===== src/rtl/alu_pkg.sv =====
// alu_pkg: funct codes, slice select encodings, issue FSM states and decoded-control type shared with the ALU slices
package alu_pkg;
  localparam logic [5:0] FN_ADD = 6'b100000, FN_SUB = 6'b100010, FN_AND = 6'b100100,
                         FN_OR = 6'b100101, FN_SLT = 6'b101010;
  localparam logic [2:0] SEL_AND = 3'b000, SEL_OR = 3'b001, SEL_ADD = 3'b010,
                         SEL_SUB = 3'b110, SEL_SLT = 3'b111;
  localparam logic [1:0] ST_EMPTY = 2'd0, ST_ONE = 2'd1, ST_TWO = 2'd2;
  typedef struct packed {
    logic [2:0] sel;
    logic       invert;
    logic       cin;
    logic       illegal;
  } ctrl_t;
  function automatic ctrl_t mk_ctrl(logic [2:0] sel, logic invert, logic cin, logic illegal);
    return '{sel: sel, invert: invert, cin: cin, illegal: illegal};
  endfunction
endpackage


===== src/rtl/alu_ctrl_decode.sv =====
// alu_ctrl_decode: R-type funct to ALU slice controls (sel, B-invert, carry-in, illegal)
module alu_ctrl_decode
  import alu_pkg::*;
(
  input  logic [5:0] funct,
  output ctrl_t      ctrl
);
  // sub and slt both compute A + ~B + 1; unknown functs become a harmless AND flagged illegal
  always_comb
    ctrl = (funct == FN_ADD) ? mk_ctrl(SEL_ADD, 1'b0, 1'b0, 1'b0) :
           (funct == FN_SUB) ? mk_ctrl(SEL_SUB, 1'b1, 1'b1, 1'b0) :
           (funct == FN_AND) ? mk_ctrl(SEL_AND, 1'b0, 1'b0, 1'b0) :
           (funct == FN_OR)  ? mk_ctrl(SEL_OR,  1'b0, 1'b0, 1'b0) :
           (funct == FN_SLT) ? mk_ctrl(SEL_SLT, 1'b1, 1'b1, 1'b0) :
                               mk_ctrl(SEL_AND, 1'b0, 1'b0, 1'b1);
endmodule


===== src/rtl/alu_issue_stage.sv =====
// alu_issue_stage: decode-at-input issue buffer feeding the ALU slices; define ALU_ISSUE_SKID_EN for a registered-ready two-entry skid build
module alu_issue_stage
  import alu_pkg::*;
#(
  parameter int DATA_W = 32
) (
  input  logic              clk,
  input  logic              rst,
  input  logic              flush,
  input  logic              in_valid,
  output logic              in_ready,
  input  logic [5:0]        in_funct,
  input  logic [DATA_W-1:0] in_rs,
  input  logic [DATA_W-1:0] in_rt,
  output logic              out_valid,
  input  logic              out_ready,
  output logic [DATA_W-1:0] out_a,
  output logic [DATA_W-1:0] out_b,
  output logic [2:0]        out_sel,
  output logic              out_invert,
  output logic              out_cin,
  output logic              out_illegal,
  output logic [31:0]       issue_cnt
);
  ctrl_t             dec, head_c;
  logic [DATA_W-1:0] head_a, head_b;
  logic [1:0]        state, state_n;
  logic              in_hs, out_hs, load_in;
  alu_ctrl_decode u_dec (.funct(in_funct), .ctrl(dec));
  assign out_valid = state != ST_EMPTY;
  assign in_hs     = in_valid & in_ready;
  assign out_hs    = out_valid & out_ready;
  assign load_in   = !flush & in_hs & (state == ST_EMPTY | out_hs);
  // flush wins over any handshake; ONE->TWO only happens when the skid entry exists
  always_comb
    state_n = flush                ? ST_EMPTY :
              (state == ST_EMPTY)  ? (in_hs ? ST_ONE : ST_EMPTY) :
              (state == ST_ONE)    ? ((in_hs & !out_hs) ? ST_TWO : (out_hs & !in_hs) ? ST_EMPTY : ST_ONE) :
                                     (out_hs ? ST_ONE : ST_TWO);
  // FSM state register
  always_ff @(posedge clk or posedge rst)
    if (rst) state <= ST_EMPTY;
    else     state <= state_n;
`ifdef ALU_ISSUE_SKID_EN
  ctrl_t             skid_c;
  logic [DATA_W-1:0] skid_a, skid_b;
  logic              rdy_q;
  assign in_ready = rdy_q;
  // skid catches the beat accepted while the head is stalled; ready is registered off the next state
  always_ff @(posedge clk or posedge rst)
    if (rst) begin
      skid_a <= '0;
      skid_b <= '0;
      skid_c <= '0;
      rdy_q  <= 1'b1;
    end else begin
      rdy_q <= state_n != ST_TWO;
      if (!flush & state == ST_ONE & in_hs & !out_hs) begin
        skid_a <= in_rs;
        skid_b <= in_rt;
        skid_c <= dec;
      end
    end
`else
  assign in_ready = !out_valid | out_ready;
`endif
  // head entry: loads the new beat when empty or draining, or the skid entry when leaving TWO
  always_ff @(posedge clk or posedge rst)
    if (rst) begin
      head_a <= '0;
      head_b <= '0;
      head_c <= '0;
    end else if (load_in) begin
      head_a <= in_rs;
      head_b <= in_rt;
      head_c <= dec;
    end
`ifdef ALU_ISSUE_SKID_EN
    else if (!flush & state == ST_TWO & out_hs) begin
      head_a <= skid_a;
      head_b <= skid_b;
      head_c <= skid_c;
    end
`endif
  // completed output handshakes, wrapping; a flushed cycle does not count
  always_ff @(posedge clk or posedge rst)
    if (rst)                  issue_cnt <= '0;
    else if (out_hs & !flush) issue_cnt <= issue_cnt + 32'd1;
  assign out_a       = out_valid ? head_a : '0;
  assign out_b       = out_valid ? head_b : '0;
  assign out_sel     = out_valid ? head_c.sel : 3'b000;
  assign out_invert  = out_valid & head_c.invert;
  assign out_cin     = out_valid & head_c.cin;
  assign out_illegal = out_valid & head_c.illegal;
endmodule


===== config.mk =====
export PLATFORM = sky130hd
export DESIGN_NAME = alu_issue_stage
export DESIGN_NICKNAME = d
export VERILOG_FILES = /design/src/rtl/alu_pkg.sv /design/src/rtl/alu_ctrl_decode.sv /design/src/rtl/alu_issue_stage.sv
export SDC_FILE = /design/constraint.sdc
export NUM_CORES = 1
export LEC_CHECK = 0
export BUFFER_PORTS_ARGS = -buffer_cell sky130_fd_sc_hd__buf_4
export CELL_PAD_IN_SITES_DETAIL_PLACEMENT = 1
export CELL_PAD_IN_SITES_GLOBAL_PLACEMENT = 2
export CORE_UTILIZATION = 30
export DETAILED_ROUTE_END_ITERATION = 6
export GPL_TIMING_DRIVEN = 0
export PLACE_DENSITY = 0.79
export SKIP_LAST_GASP = 1
export SLEW_MARGIN = 5
export SYNTH_ARGS = -nofsm -noshare
export SYNTH_HDL_FRONTEND = slang
export SYNTH_SLANG_ARGS = --single-unit

===== constraint.sdc =====
create_clock -name clk -period 3.8 [get_ports clk]
set_clock_uncertainty 0.05 [all_clocks]
set_input_delay 0.57 -clock clk [delete_from_list [all_inputs] [get_ports clk]]
set_output_delay 0.57 -clock clk [all_outputs]
set_load 0.1 [all_outputs]

After elaboration in Yosys (flattened, before gate mapping)
Cells that the tools add are included.
{ "word_totals": {"elab_cells": 48, "reg_bits": 104, "input_bits": 75, "out_inout_bits": 104} }
{ "op_classes": {"mux": 15, "bitwise_logic": 12, "n_reduce_logical": 6, "eq_ne": 6, "addsub": 1} }
{ "ops": {"columns": ["operator", "n"], "rows": [
  ["2-to-1 mux 32 bit", 2],
  ["adder 32 x 1 -> 32 bit, second input constant", 1],
  ["== test 6 bit, second input constant", 5],
  ["2-to-1 mux 6 bit", 5],
  ["AND 1 bit", 10],
  ["2-to-1 mux 2 bit", 5],
  ["logical NOT 1 bit", 4],
  ["2-to-1 mux 3 bit", 1],
  ["== test 2 x 1 -> 1 bit, second input constant", 1],
  ["logical NOT 2 bit", 1],
  ["2-to-1 mux 1 bit", 2],
  ["OR 1 bit", 2],
  ["nonzero test 2 bit", 1]
]} }

Logic depth before layout (Yosys ltp)
Gate-level depths: netlist of run 1.
{ "logic_depth": {"word_depth": 11, "ltp_mapped": 7, "ltp_nobuf": 5} }

Modules after synthesis
From an unflattened synthesis of run 1, not the netlist that was laid out.
{ "hier_totals": {"hier_cells": 374, "hier_area_um2": 5098.6} }
{ "by_module_without_submodules": {"columns": ["module", "area_each_um2", "seq_area_each_um2", "cells_each", "n_inst"], "rows": [
  ["alu_issue_stage", 5008.6, 2602.5, 363, 1],
  ["alu_ctrl_decode", 90.1, 0.0, 11, 1]
]} }

Worst setup path after synthesis of run 1
No wires, ideal clock.
{ "synth_path": {"path_type": "reg-to-output", "startpoint": "register state[1]", "endpoint": "output port out_b[24]", "path_buffers": 2, "stages_incl_launch_ff": 5, "arrival_time_ps": 2438, "required_ps": 3180, "setup_slack_ps": 742, "path_cell_list": "dfrtp_1 -> or2_1 -> buf_4 -> clkbuf_1 -> and2_1"} }
{ "synth_between": {"elab_chain_cells": 2} }
{ "synth_rtl": {"columns": ["item", "line_no", "rtl"], "rows": [
  ["from (decl)", "alu_issue_stage.sv:27", "logic [1:0] state, state_n;"],
  ["from (signal assigned)", "alu_issue_stage.sv:43", "else state <= state_n;"],
  ["nonzero test 2 bit", "alu_issue_stage.sv:30", "assign out_valid = state != ST_EMPTY;"],
  ["via out_valid", "alu_issue_stage.sv:15", "output logic out_valid,"],
  ["2-to-1 mux 32 bit", "alu_issue_stage.sv:90", "assign out_b = out_valid ? head_b : '0;"],
  ["to (decl)", "alu_issue_stage.sv:18", "output logic [DATA_W-1:0] out_b,"]
]} }
The timed path passes the listed nets, and every way through them passes these cells.

Worst setup path after layout of run 1
{ "layout_path": {"startpoint": "register state[1]", "endpoint": "output port out_b[20]"} }
{ "layout_between": {"elab_chain_cells": 2} }
{ "layout_rtl": {"columns": ["item", "line_no"], "rows": [
  ["nonzero test 2 bit", "alu_issue_stage.sv:30"],
  ["2-to-1 mux 32 bit", "alu_issue_stage.sv:90"]
]} }
Every way passes these cells.

==> impl_results.md, run 1 <==
* DRT Pass-1 Iters at 6
* CTS clk-pin slew, worst paths at 0.07 ns
* Post-synth top area cell: dfrtp_1
* I/O pins at 179
* Core area at 14,700 µm²
* Post-synth top area share at 55.9%
* Clk root buf: clkbuf_16
* Yosys warnings at 0
* Antenna viol nets, final at 0
* Status: complete, but fails checks
* Critical path endpoint category: output port
* DR iter-0 viols at 62
* Hpwl dp at 9130 µm
* Row count at 44
* R2R cell count at 5
* Sequential area share after synthesis at 55.9%
* First-pass GRT wire length at 19,700 µm
* Pwr per Cell Area at 507 nW/µm²
* Slew of the pin with the lowest slew margin at 0.755 ns
* Crit Path Category: flop to output port
* Die H at 125 µm
* Failing checks: design-rule violations
* Leak pwr at 3.19 nW
* VDD IR-drop max at 322 µV
* CTS tree: yes
* Largest net degree at the start of global routing at 61
* Number of synthesized flops with an enable pin at 0
* Final Slew Violations at 0
* Post-synthesis net count at 450
* Placed insts at 737
* Most common cell after layout, fill and taps aside: buf_4
* Flops & latches, synth at 102
* DP Area at 6170 µm²
* Highest Clock Rate at 358 MHz
* Routability cong. at 0.758
* Die X at 125 µm
* Post-Syn Area at 4570 µm²
* Layout area overhead at 41.4%
* Setup Viol. Count Final at 0
* Reg2reg setup slack at 1.54 ns
* Core Util, Final at 43.9%
* Worst r2r src: issue_cnt[0]$_DFFE_PP0P_
* H-tree Lvls at 3
* Per-cell routed wire length at 16.0 µm
* Final nets at 640
* Share of cells above drive strength 1 at 47.5%
* Syn avg cell area at 12.2 µm²
* Layout Cell Area excl Fill at 6460 µm²
* Commonest non-fill, non-tap cells in the layout: buf_4 (181), dfrtp_1 (102), and2_1 (69)
* Max-cap violations at 0
* Cts hold-fix bufs at 0
* Cell Count, Final, Fillers Out at 753
* Total track usage at 16.0%
* Post-route DRC violation count at 13
* Initial Util at 31.1%
* Setup crit start kind: flop
* Port bufs at 178
* Post-CTS setup repair buffer count at 0
* TritonCTS sink count at 102
* Worst min path class: input pin to async pin
* Peak fanout along the critical path at 10
* CP arrival at 2.17 ns
* Setup TNS at 0 ns
* Worst r2r dst: issue_cnt[14]$_DFFE_PP0P_
* DR vias/cell at 4.60
* ANT cells at 0
* Cell count after synthesis at 374
* Num CTS Buffers at 9
* PostCTS Resize Cnt at 0
* Clk buf depth at 2
* Final period utilization at 73.5%
* Vias after detailed routing at 3,466
* GRT overflow at 0
* Via count of the first global-routing pass at 3,765
* Rel. slew slack at 49.2%
* Async set-reset flop share out of synthesis at 100%
* Crit path time final at 2.79 ns
* Initial antenna violation count at 0
* Clock Latency Late Sink at 0.35 ns
* Main flop type after synthesis: dfrtp_1
* Yosys cell types at 33
* Worst EP required at 3.18 ns
* Top post-synthesis cells by area: dfrtp_1 (56%), mux2_2 (16%), and2_1 (9.4%)
* Die Footprint at 15,700 µm²
* Total Power at 3.28 mW
* Hold Vio Cnt, Final at 0
* Post-Route WL at 12,100 µm
* RSZ-0062 raised after global routing: no
==> power by group <==
part	leakage (nW)	switching, mW	internal (mW)	total, mW
clock network	0.144	0.397	0.530	0.927
registers	1.27	0.0816	1.23	1.31
logic	1.77	0.746	0.298	1.04
==> metrics by stage <==
step | hold WS [ns] | setup WS, ns
2_1_floorplan | 0.392 | 0.505
3_3_place_gp | 0.413 | -0.851
3_5_place_dp | 0.420 | 1.35
4_1_cts | 0.257 | 0.943
5_1_grt | 0.279 | 0.828
6_report | 0.242 | 1.01
==> worst max-delay path, cell delays in order, from the launching register on <==
cell and delay [ns]:
dfrtp_1 0.38, or2_1 0.11, buf_4 0.18, clkbuf_1 0.34, clkbuf_1 0.33, and2_1 0.19, buf_4 0.29
==> synth_stat cells (all sizes together) (3+ instances only) <==
cell type  count
nor3          10
mux2          65
and2          69
xor2          19
nor2          10
nand3         12
dfrtp        102
nand4          6
xnor2         12
clkbuf         8
nand2         23
o21ai          3
buf            9
and3           7
==> routing by layer <==
layer	up-vias	wire length (µm)	GRT usage, %
met5	-	0	0
met4	0	219	6.17
met3	12	877	4.92
met2	114	5920	26.5
met1	1711	5040	19.6
li1	1629	-	-
==> flip-flops by register name, indices dropped and copies added (netlist names) <==
name       count
head_a        32
head_b        32
head_c         4
issue_cnt     32
state          2
==> area by class of cell <==
type	count	area [µm²]
Sequential cell	102	2550
Timing Repair Buffer	179	1360
Clock inverter	3	43.8
Tap cell	184	230
Clock buffer	13	250
Multi-Input combinational cell	253	1930
Fill cell	1591	8240
Inverter	2	10.0
Buffer	17	82.6
==> kinds of logic (layout without fill, tap and decap cells) <==
group | after synthesis | in the layout | synth area share, %
muxes | 65 | 65 | 16.0
adders and majority gates | 1 | 1 | 0.274
buffers and inverters | 19 | 214 | 1.97
and+or+nand+nor | 148 | 148 | 18.7
AOI/OAI and AO/OA | 8 | 8 | 1.20
DFF | 102 | 102 | 55.9
xor gates and xnor gates | 31 | 31 | 5.94
==> worst max-delay path by stage <==
stage / startpoint / end / depth (start not counted)
final: state[1]$_DFF_PP0_ / out_b[20] / 6
after CTS: state[1]$_DFF_PP0_ / out_b[20] / 6
after global routing: state[1]$_DFF_PP0_ / out_b[23] / 6
after floorplan: rst / head_a[0]$_DFFE_PP0P_ / 1
after global placement: rst / head_b[4]$_DFFE_PP0P_ / 2
after detailed placement: state[1]$_DFF_PP0_ / out_b[20] / 6
Power figures use the tool's default switching activity.
==> inputs of run 2 (changes only) <==
Settings changed: CORE_UTILIZATION 30 to 27, PLACE_DENSITY 0.79 to 0.75.
Clock period 3.8 ns to 2.4 ns, I/O delays scaled along.
==> run 2 against run 1 <==
Effect of this change: the run now ends clean; critical endpoint is now out_a[29]; sequential share of layout area decreased by 0.39 points; utilization decreased by 4.2 points; cell count increased by 4.8%; clock-buffer cell count shrank 3; clock power rose by 66%; critical path depth is 1 lower; via count fell by 0.20%; hold slack got worse by 0.11 ns; routed wire length is 2.1% lower.
==> impl_results.md, run 2 (synthesis gave the netlist of run 1 again) <==
* Core area at 16,500 µm² (was 14,700 µm²)
* Most common cell after layout, fill and taps aside: buf_4 (unchanged)
* Post-route DRC violation count at 0 (was 13)
* Reg2reg setup slack at 0.28 ns (was 1.54 ns)
* Cell Count, Final, Fillers Out at 789 (was 753)
* Slew of the pin with the lowest slew margin at 0.840 ns (was 0.755 ns)
* Die Footprint at 17,400 µm² (was 15,700 µm²)
* Post-CTS setup repair buffer count at 0 (unchanged)
* First-pass GRT wire length at 19,400 µm (was 19,700 µm)
* Layout Cell Area excl Fill at 6580 µm² (was 6460 µm²)
* Final Slew Violations at 0 (unchanged)
* Crit Path Category: flop to output port (unchanged)
* Row count at 47 (was 44)
* Peak fanout along the critical path at 19 (was 10)
* Post-Route WL at 11,800 µm (was 12,100 µm)
* VDD IR-drop max at 340 µV (was 322 µV)
* Final nets at 640 (unchanged)
* Worst EP required at 1.99 ns (was 3.18 ns)
* ANT cells at 0 (unchanged)
* Setup TNS at 0 ns (unchanged)
* Routability cong. at 0.751 (was 0.758)
* Via count of the first global-routing pass at 3,772 (was 3,765)
* Initial Util at 27.7% (was 31.1%)
* Fillcell total at 1,857 (was 1,591)
* Die X at 132 µm (was 125 µm)
* Rel. slew slack at 43.9% (was 49.2%)
* CTS clk-pin slew, worst paths at 0.07 ns (about the same)
* Num CTS Buffers at 9 (unchanged)
* DR vias/cell at 4.38 (was 4.60)
* Final period utilization at 92.4%
* Hpwl dp at 9040 µm (was 9130 µm)
* Setup Viol. Count Final at 0 (unchanged)
* Clk buf depth at 2 (unchanged)
* Critical path endpoint category: output port (unchanged)
* Commonest non-fill, non-tap cells in the layout: buf_4 (181), dfrtp_1 (86), and2_1 (68) (was buf_4 (181), dfrtp_1 (102), and2_1 (69))
* Pwr per Cell Area at 801 nW/µm² (was 507 nW/µm²)
* Port bufs at 178 (unchanged)
* Largest regs: head_a (32), head_b (32), issue_cnt (32) (unchanged)
* Initial antenna violation count at 0 (unchanged)
* Hold Vio Cnt, Final at 0 (unchanged)
* H-tree Lvls at 3 (unchanged)
* Cts hold-fix bufs at 0 (unchanged)
* Highest Clock Rate at 451 MHz
* CTS tree: yes (unchanged)
* Vias after detailed routing at 3,459 (was 3,466)
* Clk root buf: clkbuf_16 (unchanged)
* TritonCTS sink count at 102 (unchanged)
* CP arrival at 1.81 ns (was 2.17 ns)
* Crit path time final at 2.22 ns
* Total track usage at 14.1% (was 16.0%)
* Status: completed (was complete, but fails checks)
* DP Area at 6250 µm² (was 6170 µm²)
* Setup crit start kind: flop (unchanged)
* Max-cap violations at 0 (unchanged)
* Layout area overhead at 43.9% (was 41.4%)
* I/O pins at 179 (unchanged)
* Die H at 132 µm (was 125 µm)
* DR iter-0 viols at 50 (was 62)
* Per-cell routed wire length at 15.0 µm (was 16.0 µm)
* Placed insts at 774 (was 737)
* RSZ-0062 raised after global routing: no (unchanged)
* Antenna viol nets, final at 0 (unchanged)
* Largest net degree at the start of global routing at 39 (was 61)
* GRT overflow at 0 (unchanged)
* DRT Pass-1 Iters at 4 (was 6)
* Leak pwr at 3.20 nW (was 3.19 nW)
* Worst min path class: input pin to async pin (unchanged)
* Share of cells above drive strength 1 at 52.5% (was 47.5%)
* Clock Latency Late Sink at 0.34 ns (was 0.35 ns)
## run 2: cell types whose count changed in the layout (fill, tap and decap cells not counted), sizes merged
cell      previous run  this run
inv                  2         1
clkinvlp             0         2
clkinv               2         3
buf                188       189
bufinv               1         2
clkbuf              21        17
## run 2: what timing repair did
action	in CTS	in global routing
resized for setup	0	13
endpoints found under the setup margin	12	45
pin swaps	0	0
cloned	0	0
## run 2: metrics by stage
stage          util [%]  hold slack (ns)  power, mW  setup slack (ns)
2_1_floorplan         -            0.379       3.34           0.00220
5_1_grt            39.8            0.131       5.52            0.0683
6_report           39.8            0.135       5.27             0.182
3_5_place_dp       37.8            0.418       3.78             0.125
3_3_place_gp       37.6            0.417       3.73            -0.174
4_1_cts            39.7            0.117       5.36            0.0287
## run 2: power by group
group	total (mW)	switching (mW)	internal (mW)
sequential	2.07	0.121	1.94
combinational	1.66	1.18	0.477
clock	1.54	0.629	0.912
## run 2: worst paths after layout
check | cells past startpoint | end | from
worst max-delay path | 5 | out_a[29] | state[1]$_DFF_PP0_
worst min-delay path | 2 | head_b[15]$_DFFE_PP0P_ | rst
worst max register to register | 6 | head_b[0]$_DFFE_PP0P_ | state[1]$_DFF_PP0_
worst min register to register | 1 | issue_cnt[31]$_DFFE_PP0P_ | issue_cnt[31]$_DFFE_PP0P_
max in group asynchronous | 3 | head_a[28]$_DFFE_PP0P_ | rst
min in group clk | 2 | state[1]$_DFF_PP0_ | out_ready
## run 2: metal layers
layer  up-vias  routed length, µm  GRT usage [%]
met1      1686               5210           17.9
li1       1636                  -              -
met3        12                957           4.61
met5         -                  0              0
met2       125               5460           22.3
met4         0                184           5.56
## run 2: cell type report
class	count	area (µm²)	area share (%)
plain buffers	16	87.6	1.33
clock buffers	10	229	3.48
clock inverters	6	86.3	1.31
inverters	2	11.3	0.171
multi-input cells	253	1940	29.5
flip-flops and latches	102	2570	39.1
well taps	220	275	4.19
repair buffers	180	1380	20.9
## run 2: worst max-delay path, stage by stage (launching register included)
cell and delay [ns]:
dfrtp_1 0.40, or2_1 0.22, buf_4 0.21, clkbuf_2 0.20, and2_1 0.20, buf_4 0.23
